File: src/rtl/axi4_wr_burst_scheduler.sv
// Round-robin scheduler that shares one AXI4 write master among NUM_REQ requesters.
// W data follows grant order through a small order FIFO, and B responses are routed back by AWID.
module axi4_wr_burst_scheduler #(
  parameter int NUM_REQ = 4,
  parameter int DSIZE   = 64,
  parameter int ASIZE   = 32,
  parameter int LSIZE   = 8,
  parameter int IDSIZE  = 4,
  parameter int MAX_OUT = 8
) (
  input  logic                         axi_aclk,
  input  logic                         axi_areset,
  input  logic [NUM_REQ-1:0]           req_valid,
  output logic [NUM_REQ-1:0]           req_ready,
  input  logic [NUM_REQ*ASIZE-1:0]     req_addr,
  input  logic [NUM_REQ*LSIZE-1:0]     req_len,
  input  logic [NUM_REQ*DSIZE-1:0]     s_wdata,
  input  logic [NUM_REQ-1:0]           s_wvalid,
  output logic [NUM_REQ-1:0]           s_wready,
  output logic [IDSIZE-1:0]            axi_awid,
  output logic [ASIZE-1:0]             axi_awaddr,
  output logic [LSIZE-1:0]             axi_awlen,
  output logic [1:0]                   axi_awburst,
  output logic                         axi_awvalid,
  input  logic                         axi_awready,
  output logic [DSIZE-1:0]             axi_wdata,
  output logic [DSIZE/8-1:0]           axi_wstrb,
  output logic                         axi_wlast,
  output logic                         axi_wvalid,
  input  logic                         axi_wready,
  input  logic [IDSIZE-1:0]            axi_bid,
  input  logic [1:0]                   axi_bresp,
  input  logic                         axi_bvalid,
  output logic                         axi_bready,
  output logic [NUM_REQ-1:0]           done_pulse,
  output logic [NUM_REQ-1:0]           err_pulse,
  output logic [$clog2(MAX_OUT):0]     outstanding
);
  localparam int IW = (NUM_REQ > 1) ? $clog2(NUM_REQ) : 1;
  localparam int PW = (MAX_OUT > 1) ? $clog2(MAX_OUT) : 1;
  localparam int OW = $clog2(MAX_OUT) + 1;

  typedef enum logic {AW_IDLE, AW_SEND} aw_state_t;

  aw_state_t state_q, state_d;
  logic [IW-1:0]    last_grant_q, awidx_q, winner, head_idx;
  logic [ASIZE-1:0] awaddr_q;
  logic [LSIZE-1:0] awlen_q, head_len, beat_q, beat_d;
  logic [IW-1:0]    fifo_idx_q [MAX_OUT];
  logic [LSIZE-1:0] fifo_len_q [MAX_OUT];
  logic [PW-1:0]    wr_ptr_q, rd_ptr_q;
  logic [OW-1:0]    fifo_cnt_q, fifo_cnt_d, out_q, out_d;
  logic [NUM_REQ-1:0] done_q, done_d, err_q, err_d;
  logic [IW:0]      cand;
  logic             found, grant, w_active, w_hs, last_hs, b_dec;

  logic [ASIZE-1:0] addr_arr [NUM_REQ];
  logic [LSIZE-1:0] len_arr  [NUM_REQ];
  logic [DSIZE-1:0] data_arr [NUM_REQ];

  // First requesting index after last_grant, wrapping around.
  always_comb begin
    winner = '0;
    found  = 1'b0;
    cand   = '0;
    for (int k = 1; k <= NUM_REQ; k++) begin
      cand = {1'b0, last_grant_q} + (IW+1)'(k);
      if (cand >= (IW+1)'(NUM_REQ)) cand = cand - (IW+1)'(NUM_REQ);
      if (!found && req_valid[cand[IW-1:0]]) begin
        found  = 1'b1;
        winner = cand[IW-1:0];
      end
    end
  end

  assign grant = (state_q == AW_IDLE) && !axi_areset && (|req_valid) &&
                 (out_q < OW'(MAX_OUT)) && (fifo_cnt_q < OW'(MAX_OUT));

  // W is steered straight from the FIFO head; nothing moves while reset is held.
  assign w_active = (fifo_cnt_q != '0) && !axi_areset;
  assign head_idx = fifo_idx_q[rd_ptr_q];
  assign head_len = fifo_len_q[rd_ptr_q];
  assign axi_wvalid = w_active && s_wvalid[head_idx];
  assign axi_wdata  = w_active ? data_arr[head_idx] : '0;
  assign axi_wlast  = w_active && (beat_q == head_len);
  assign w_hs    = axi_wvalid && axi_wready;
  assign last_hs = w_hs && axi_wlast;

  generate
    for (genvar gi = 0; gi < NUM_REQ; gi++) begin : g_req
      assign addr_arr[gi]  = req_addr[gi*ASIZE +: ASIZE];
      assign len_arr[gi]   = req_len[gi*LSIZE +: LSIZE];
      assign data_arr[gi]  = s_wdata[gi*DSIZE +: DSIZE];
      assign req_ready[gi] = grant && (winner == IW'(gi));
      assign s_wready[gi]  = w_active && axi_wready && (head_idx == IW'(gi));
    end
  endgenerate

  always_comb begin
    state_d    = state_q;
    beat_d     = beat_q;
    fifo_cnt_d = fifo_cnt_q;
    out_d      = out_q;
    done_d     = '0;
    err_d      = '0;
    case (state_q)
      AW_IDLE: if (grant) state_d = AW_SEND;
      AW_SEND: if (axi_awready) state_d = AW_IDLE;
      default: state_d = AW_IDLE;
    endcase
    if (last_hs)   beat_d = '0;
    else if (w_hs) beat_d = beat_q + 1'b1;
    if (grant && !last_hs)      fifo_cnt_d = fifo_cnt_q + 1'b1;
    else if (!grant && last_hs) fifo_cnt_d = fifo_cnt_q - 1'b1;
    b_dec = axi_bvalid && (out_q != '0);
    if (grant && !b_dec)      out_d = out_q + 1'b1;
    else if (!grant && b_dec) out_d = out_q - 1'b1;
    if (axi_bvalid && ({1'b0, axi_bid} < (IDSIZE+1)'(NUM_REQ))) begin
      done_d[axi_bid[IW-1:0]] = 1'b1;
      err_d[axi_bid[IW-1:0]]  = (axi_bresp != 2'b00);
    end
  end

  always_ff @(posedge axi_aclk) begin
    if (axi_areset) begin
      state_q      <= AW_IDLE;
      last_grant_q <= IW'(NUM_REQ - 1);
      awidx_q      <= '0;
      awaddr_q     <= '0;
      awlen_q      <= '0;
      wr_ptr_q     <= '0;
      rd_ptr_q     <= '0;
      fifo_cnt_q   <= '0;
      beat_q       <= '0;
      out_q        <= '0;
      done_q       <= '0;
      err_q        <= '0;
    end else begin
      state_q    <= state_d;
      fifo_cnt_q <= fifo_cnt_d;
      beat_q     <= beat_d;
      out_q      <= out_d;
      done_q     <= done_d;
      err_q      <= err_d;
      if (grant) begin
        last_grant_q <= winner;
        awidx_q      <= winner;
        awaddr_q     <= addr_arr[winner];
        awlen_q      <= len_arr[winner];
        wr_ptr_q     <= wr_ptr_q + 1'b1;
      end
      if (last_hs) rd_ptr_q <= rd_ptr_q + 1'b1;
    end
  end

  // Order FIFO storage needs no reset: occupancy alone decides what is valid.
  always_ff @(posedge axi_aclk) begin
    if (grant) begin
      fifo_idx_q[wr_ptr_q] <= winner;
      fifo_len_q[wr_ptr_q] <= len_arr[winner];
    end
  end

  assign axi_awvalid = (state_q == AW_SEND) && !axi_areset;
  assign axi_awid    = IDSIZE'(awidx_q);
  assign axi_awaddr  = awaddr_q;
  assign axi_awlen   = awlen_q;
  assign axi_awburst = 2'b01;
  assign axi_wstrb   = '1;
  assign axi_bready  = 1'b1;
  assign done_pulse  = done_q;
  assign err_pulse   = err_q;
  assign outstanding = out_q;
endmodule

File: config.mk
export PLATFORM = sky130hd
export DESIGN_NAME = axi4_wr_burst_scheduler
export DESIGN_NICKNAME = d
export VERILOG_FILES = /design/src/rtl/axi4_wr_burst_scheduler.sv
export SDC_FILE = /design/constraint.sdc
export NUM_CORES = 1
export LEC_CHECK = 0
export CORE_AREA = 4 4 225 227
export CTS_BUF_LIST = sky130_fd_sc_hd__clkbuf_16
export CTS_CLUSTER_SIZE = 25
export DETAILED_ROUTE_END_ITERATION = 7
export DIE_AREA = 0 0 229 231
export GPL_ROUTABILITY_DRIVEN = 1
export PLACE_DENSITY = 0.56
export REMOVE_ABC_BUFFERS = 1
export SETUP_SLACK_MARGIN = 0.05
export SLEW_MARGIN = 30
export SYNTH_ARGS = -nofsm -noshare
export SYNTH_HDL_FRONTEND = slang
export SYNTH_SLANG_ARGS = --single-unit
File: constraint.sdc
create_clock -name axi_aclk -period 4.96 [get_ports axi_aclk]
set_input_delay 1.488 -clock axi_aclk [delete_from_list [all_inputs] [get_ports axi_aclk]]
set_output_delay 1.488 -clock axi_aclk [all_outputs]
set_load 0.01 [all_outputs]
* After elaboration in Yosys (flattened, before gate mapping)
Memory sizes are Yosys's and may differ from the RTL's. A register that Yosys moved wholly into a read port is not among the register bits.
Cells that the tools add are included.
** Storage, ports and cells
- Output and inout bits :: 142
- Memory bits (writable) :: 80
- Flip-flop bits (word level) :: 75
- Memories :: 2
- Input port bits :: 435
- Word-level logic and storage cells :: 148
** Memories
- fifo_len_q :: depth 8, width 8, rd ports 1, clocked after memory_dff 1, wr ports 1, RTL line 50 : logic [LSIZE-1:0] fifo_len_q [MAX_OUT];
- fifo_idx_q :: depth 8, width 2, rd ports 1, clocked after memory_dff 1, wr ports 1, RTL line 49 : logic [IW-1:0] fifo_idx_q [MAX_OUT];
** Cells by class
- Eq/ne operators :: 7
- $add $sub $neg :: 15
- Mux-type cells :: 45
- Bitwise operators :: 5
- Order comparisons :: 16
- Reductions and logical operators :: 46
** Operator list (number)
- $mux 64 :: 3
- $bmux 64 s2 :: 1
- $bmux 32 s2 :: 1
- $mux 32 :: 2
- $logic_and 1x1->1 :: 29
- $ge 3x3->1 const B :: 6
- $lt 2x3->1 const B :: 6
- $bmux 8 s2 :: 1
- $mux 2 :: 8
- $mux 4 :: 4
- $mux 8 :: 2
- $mux 1 :: 12
- $mux 3 :: 4
- $bmux 1 s2 :: 5
- $add 4x1->4 const B :: 2
- $add 8x1->8 const B :: 1
- $eq 2x2->1 const B :: 4
- $eq 8x8->1 :: 1
- $lt 4x4->1 const B :: 2
- $reduce_bool 4->1 :: 2
- $sub 2x1->2 const B :: 4
- $sub 4x1->4 const B :: 2
- $logic_not 1->1 :: 7
- $add 2x2->3 const B :: 2
- other kinds (15) :: 23

* Logic depth before layout (Yosys ltp)
Gate-level depths: netlist of run 1.
- Word-level depth :: 19
- Depth in mapped cells :: 16
- Mapped depth without buffers :: 14

* Least setup slack after synthesis of run 1
No wires, ideal clock.
- Path kind :: input to output
- From :: in req_valid[3]
- To :: out req_ready[0]
- Path buffers :: 3
- Path slack :: 0.501 ns
- Data required time :: 3.472 ns
- Stages :: 8
- Arrival :: 2.971 ns
- Cells stage by stage :: nor2b_1 nor2_1 a21o_1 clkbuf_1 inv_2 buf_1 clkbuf_1 nor3_1
** On the way
- Cells in the longest elaborated chain, start to end :: 14
- Elaborated cells between the ends (all ways) :: 27
- Classes of those cells :: mux: 15; reduce/logical: 12
** RTL lines
- start: declaration :: RTL line 13 : input logic [NUM_REQ-1:0] req_valid,
- $bmux 1 s2 :: RTL line 69 : if (!found && req_valid[cand[IW-1:0]]) begin
- $mux 1 (not written as such) :: RTL line 69
- $mux 1 :: RTL line 69
- $logic_not 1->1 :: RTL line 69
- $logic_and 1x1->1 :: RTL line 69
- $mux 1 :: RTL line 69
- $logic_not 1->1 :: RTL line 69
- $logic_and 1x1->1 :: RTL line 69
- $mux 1 :: RTL line 69
- $logic_not 1->1 :: RTL line 69
- $logic_and 1x1->1 :: RTL line 69
- $mux 2 * :: RTL line 69
- via winner[1] :: RTL line 46 : logic [IW-1:0] last_grant_q, awidx_q, winner, head_idx;
- $logic_not 2->1 * :: RTL line 94 : assign req_ready[gi] = grant && (winner == IW'(gi));
- $logic_and 1x1->1 * :: RTL line 94
- end: declaration :: RTL line 14 : output logic [NUM_REQ-1:0] req_ready,
The timed path passes the listed nets; every way through them passes the cells marked *. The select of a mux whose other input is x is not followed.

==> metrics.cfg, run 1 <==
[placement]
gp_congestion=0.962
dp_cells=2083
dp_slack_ps=-556
port_buffers=563
hpwl_mm=43.2

[hold_path]
whs_path_depth=2
hp-class=register to register

[logic_synthesis]
yosysMostFrequentCell=nand2_1
ys_seq_area_frac=0.414
syn_area_um2=9560
synth_edf_count=80
synth_common_cells=191 x nand2_1, 101 x nand3_1, 80 x edfxtp_1, 79 x mux4_2, 78 x dfxtp_1
yosysWarningCount=0
synth_flop_cell=edfxtp_1
synth_largest_area_cell=edfxtp_1
ys_top_cells_by_area=edfxtp_1 25%, mux4_2 19%, dfxtp_1 16%
synth-seq-cells=158
ys_types=48
synthCells=929
synth_area_per_cell_um2=10.3
async_flop_share=0
synth_top_area_share=0.251

[grt]
antenna_found_initial=40
track_usage=0.184
grt_overflow_total=0
grt_pass1_vias=10010
grt_max_degree=69
grt_first_pass_wirelength_mm=71.1

[timing]
max_freq_ghz=0.209
holdWs_ps=457
slew_headroom=0.468
layout_min_cycle_time_ps=4790
setup_tns_ps=0
clock_skew_ps=8.48
fin_ws_ps=172
finalMaxSlewViolations=0
worstMarginPinSlew_ps=776
setup_violations=0
fin_crit_sh=0.965
rsz0062_at_grt=false
final-hold-violation-count=0

[power]
leakagePower_nw=6.06
power.internal_w=0.00408
p_clk_frac=0.200
power.density_nw_per_um2=384
switching_share=0.364
irDropWorstVdd_uv=234
comb_power_share=0.530
total_power_w=0.00642
seqPwrFrac=0.270
power.switching_w=0.00234

[layout]
layout-drive-gt1-share=0.121
syn2layout_area_growth_pct=74.8
fin_cells=2136
nets=1935
fillerInstances=4989

[die]
core_um2=48600
fp.dieW_um=229
io_pins=577
die_h_um=231
die_area_um2=52900
start_util=0.197
std_cell_rows=81

[cts]
holdBufCountCts=0
clk_latency_ps=420
cts_tree=built
htreeDepth=4
clock-root-buffer=clkbuf_16
cts.path.max_buffers=2
clock_sinks=158
numCtsBuffers=17
clkTransAtPathRegs_ps=70

[routing]
firstDrtPassIters=4
post_drt_wl_per_cell_um=23.9
routed_via_density=4.55
finalWirelength_mm=51.1
ant_nets=0
dr_total_vias=9728
drt_iter0_drc=415
drc=0

[setup_path]
crit_arrival_ps=3300
r2r_cells=16
crit_path_start_kind=register
worstSetupPathType=register to primary output
cp_max_fo=61
crit_path_end_kind=primary output
cp.required_ps=3470

[run]
cap_violations=0

[status]
status=finished clean

## final timing paths
| path | start | endpoint | slack, ps |
|---|---|---|---|
| setup / recovery | register | axi_wdata[28] | 170 |
| hold / removal | axi_awlen[2] | axi_awlen[2] | 460 |
| setup reg to reg | register | fifo_cnt_q[3] | 790 |
| hold reg to reg | axi_awlen[2] | axi_awlen[2] | 460 |
## through the flow
step | instance area [um2] | utilization
2_1_floorplan | 9190 | -
3_3_place_gp | 16000 | 0.329
3_5_place_dp | 16000 | 0.329
4_1_cts | 16600 | 0.342
5_1_grt | 16700 | 0.344
6_report | 16700 | 0.344
## cell families after synthesis
logic type      Yosys count  synth area share
buf+inv                  95            0.0470
xor+xnor                 19            0.0174
flops                   158             0.414
other cells               2          0.000785
compound gates           71            0.0415
mux                     130             0.243
fa+ha+maj                11            0.0160
simple gates            443             0.220
## placed cells by master, fill, tap and decap left out, drive strengths merged, types with 37 or more instances in the layout
master / count
clkdlybuf4s50: 556
nand2: 192
nand3: 101
mux4: 81
edfxtp: 80
dfxtp: 78
and2: 65
buf: 54
a21oi: 51
mux2i: 45
nor2: 37
## what timing repair did
item,in CTS,in global routing
endpoints found under the setup margin,32,20
pin swaps,1,0
resized for setup,10,2
setup buffers,0,9
## power groups by stage
stage | sequential (W) | clock (W) | combinational, W
floorplan | 0.00179 | 0 | 0.00164
global placement | 0.00175 | 0 | 0.00339
detailed placement | 0.00176 | 0 | 0.00341
CTS | 0.00174 | 0.00133 | 0.00342
global route | 0.00176 | 0.00137 | 0.00368
finish | 0.00173 | 0.00128 | 0.00340
## flip-flops by register name, indices dropped and copies added, names as in the netlist, 4 cells and up, named ones only
signal	flops
outstanding	4
fifo_cnt_q	4
fifo_idx_q	16
beat_q	8
fifo_len_q	64
axi_awlen	8
axi_awaddr	32
err_pulse	4
done_pulse	4
## cell type report
cell class | count | area (um2) | share of cell area
multi-input cells | 687 | 5250 | 0.314
clock buffers | 17 | 425 | 0.0254
well taps | 622 | 778 | 0.0465
inverters | 10 | 37.5 | 0.00225
flip-flops and latches | 158 | 3970 | 0.237
repair buffers | 615 | 6080 | 0.364
clock inverters | 15 | 149 | 0.00891
diodes | 12 | 30.0 | 0.00180
## routing by layer
| metal | track usage | share of wire | up-vias |
|---|---|---|---|
| met1 | 0.180 | 0.33 | 4625 |
| met3 | 0.0548 | 0.074 | 113 |
| li1 | - | - | 4468 |
| met4 | 0.0799 | 0.044 | 6 |
| met5 | 0 | 0.00076 | - |
| met2 | 0.357 | 0.55 | 516 |
## critical path, stage by stage (launching register included)
cell and delay (ps):
dfxtp_2 420, buf_6 220, mux2i_1 100, mux4_4 740, buf_12 270, mux4_2 380, and2_1 190, clkdlybuf4s50_1 480
Note: power is estimated with default switching activity, not from simulation.
==> run 2: changes to the inputs <==
PLACE_DENSITY = 0.45   (was 0.56)
clock period = 4.99 ns   (was 4.96 ns; I/O delays follow)
==> metrics.cfg, run 2 (synthesis gave the netlist of run 1 again) <==
[routing]
drc=0  ; unchanged
firstDrtPassIters=4  ; unchanged
post_drt_wl_per_cell_um=24.4  ; was 23.9 um
ant_nets=0  ; unchanged
drt_iter0_drc=406  ; was 415
dr_total_vias=9696  ; was 9728
finalWirelength_mm=52.0  ; was 51.1 mm
routed_via_density=4.55  ; about the same

[setup_path]
cp.required_ps=3490  ; was 3470 ps
reg2reg_slack_ps=980  ; was 790 ps
cp_max_fo=5  ; was 61
r2r_cells=15  ; was 16
r2r-end=fifo_cnt_q[3]  ; unchanged
crit_path_start_kind=primary input  ; was register
crit_path_end_kind=primary output  ; unchanged
crit_arrival_ps=3330  ; was 3300 ps
worstSetupPathType=primary input to primary output  ; was register to primary output

[cts]
numCtsBuffers=17  ; unchanged
clk_latency_ps=430  ; was 420 ps
cts.path.max_buffers=2  ; unchanged
clock_sinks=158  ; unchanged
clock-root-buffer=clkbuf_16  ; unchanged
clkTransAtPathRegs_ps=60  ; was 70 ps
htreeDepth=4  ; unchanged
postCtsSetupBuffers=0  ; unchanged
holdBufCountCts=0  ; unchanged
cts_tree=built  ; unchanged

[layout]
fin_area_um2=16700  ; about the same
nets=1931  ; was 1935
largest_register=fifo_len_q  ; unchanged
syn2layout_area_growth_pct=74.3  ; was 74.8%
fin_cells=2133  ; was 2136
layout-drive-gt1-share=0.113  ; was 0.121
final_cell_mix=558 x clkdlybuf4s50_1, 190 x nand2_1, 101 x nand3_1  ; was 556 x clkdlybuf4s50_1, 190 x nand2_1, 101 x nand3_1
final_common_cell=clkdlybuf4s50_1  ; unchanged
largest_register_ffs=64  ; unchanged

[die]
io_pins=577  ; unchanged
die_h_um=231  ; unchanged
die_area_um2=52900  ; unchanged
std_cell_rows=81  ; unchanged
core_um2=48600  ; unchanged
fp.dieW_um=229  ; unchanged
start_util=0.197  ; unchanged

[timing]
layout_min_cycle_time_ps=4830
setup_tns_ps=0  ; unchanged
max_freq_ghz=0.207
fin_ws_ps=162  ; was 172 ps
worstMarginPinSlew_ps=796  ; was 776 ps
holdWs_ps=453  ; was 457 ps
slew_headroom=0.454  ; was 0.468
clock_skew_ps=7.04  ; was 8.48 ps
fin_crit_sh=0.968
finalMaxSlewViolations=0  ; unchanged
setup_violations=0  ; unchanged
final-hold-violation-count=0  ; unchanged
rsz0062_at_grt=true  ; was false

[power]
leakagePower_nw=6.02  ; was 6.06 nW
irDropWorstVdd_uv=257  ; was 234 uV
power.density_nw_per_um2=378  ; was 384 nW/um2

[grt]
grt_pass1_vias=9975  ; was 10.0k
grt_max_degree=69  ; unchanged
track_usage=0.189  ; was 0.184
antenna_found_initial=46  ; was 40
grt_first_pass_wirelength_mm=72.6  ; was 71.1 mm
grt_overflow_total=0  ; unchanged

[placement]
gp_congestion=0.919  ; was 0.962
port_buffers=563  ; unchanged
dp_cells=2088  ; was 2083
hpwl_mm=43.7  ; was 43.2 mm
placed_area_um2=16100  ; was 16000 um2
dp_slack_ps=-150  ; was -556 ps

[hold_path]
whs_endpoint=axi_awaddr[27]  ; was axi_awlen[2]
hp-start=axi_awaddr[27]  ; was axi_awlen[2]
hp-class=register to register  ; unchanged
whs_path_depth=2  ; unchanged

[run]
cap_violations=0  ; unchanged

[status]
status=finished clean  ; unchanged

-- run 2: cell type report --
cell class	instances	area (um2)
clock inverters	15	123
multi-input cells	687	5240
flip-flops and latches	158	3960
repair buffers	611	6070
diodes	13	32.5
inverters	10	37.5
clock buffers	17	425
fillers	5014	32000
well taps	622	778
-- run 2: worst max path at each step --
stage                            start             to  slack (ps)  cells past startpoint
after global routing          register  axi_wdata[47]          40                      6
after floorplan           req_valid[3]   req_ready[0]       -1170                      5
final                     req_valid[3]   req_ready[2]         160                      7
after detailed placement  req_valid[3]   req_ready[2]        -150                      7
after CTS                     register  axi_wdata[47]          80                      6
after global placement    req_valid[3]   req_ready[2]        -200                      7
-- run 2: metrics by stage --
stage | utilization | total power (W)
after floorplan | - | 0.00340
after global routing | 0.343 | 0.00673
final | 0.343 | 0.00630
after detailed placement | 0.330 | 0.00516
after CTS | 0.342 | 0.00643
after global placement | 0.330 | 0.00515
-- run 2: what timing repair did --
action | CTS | global route
gates resized for setup | 5 | 2
pin swaps | 1 | 0
setup endpoints to repair | 4 | 2
-- run 2: worst max-delay path, cell delays in order --
cell and delay (ps):
clkdlybuf4s50_1 480, nor2b_1 180, o21ai_0 200, o311a_4 300
inv_2 90, nor3_1 250, dlygate4sd2_1 320
-- run 2: metal layers --
| layer | track usage | part of all wire | vias to the layer above |
|---|---|---|---|
| met1 | 0.187 | 0.34 | 4615 |
| met5 | 0 | 0.00040 | - |
| met2 | 0.366 | 0.55 | 509 |
| met4 | 0.0692 | 0.036 | 4 |
| li1 | - | - | 4462 |
| met3 | 0.0634 | 0.077 | 106 |
-- run 2: power by group --
part	internal, W	total, W	switching, W
combinational	0.00174	0.00335	0.00161
sequential	0.00161	0.00172	0.000112
clock	0.000682	0.00123	0.000544
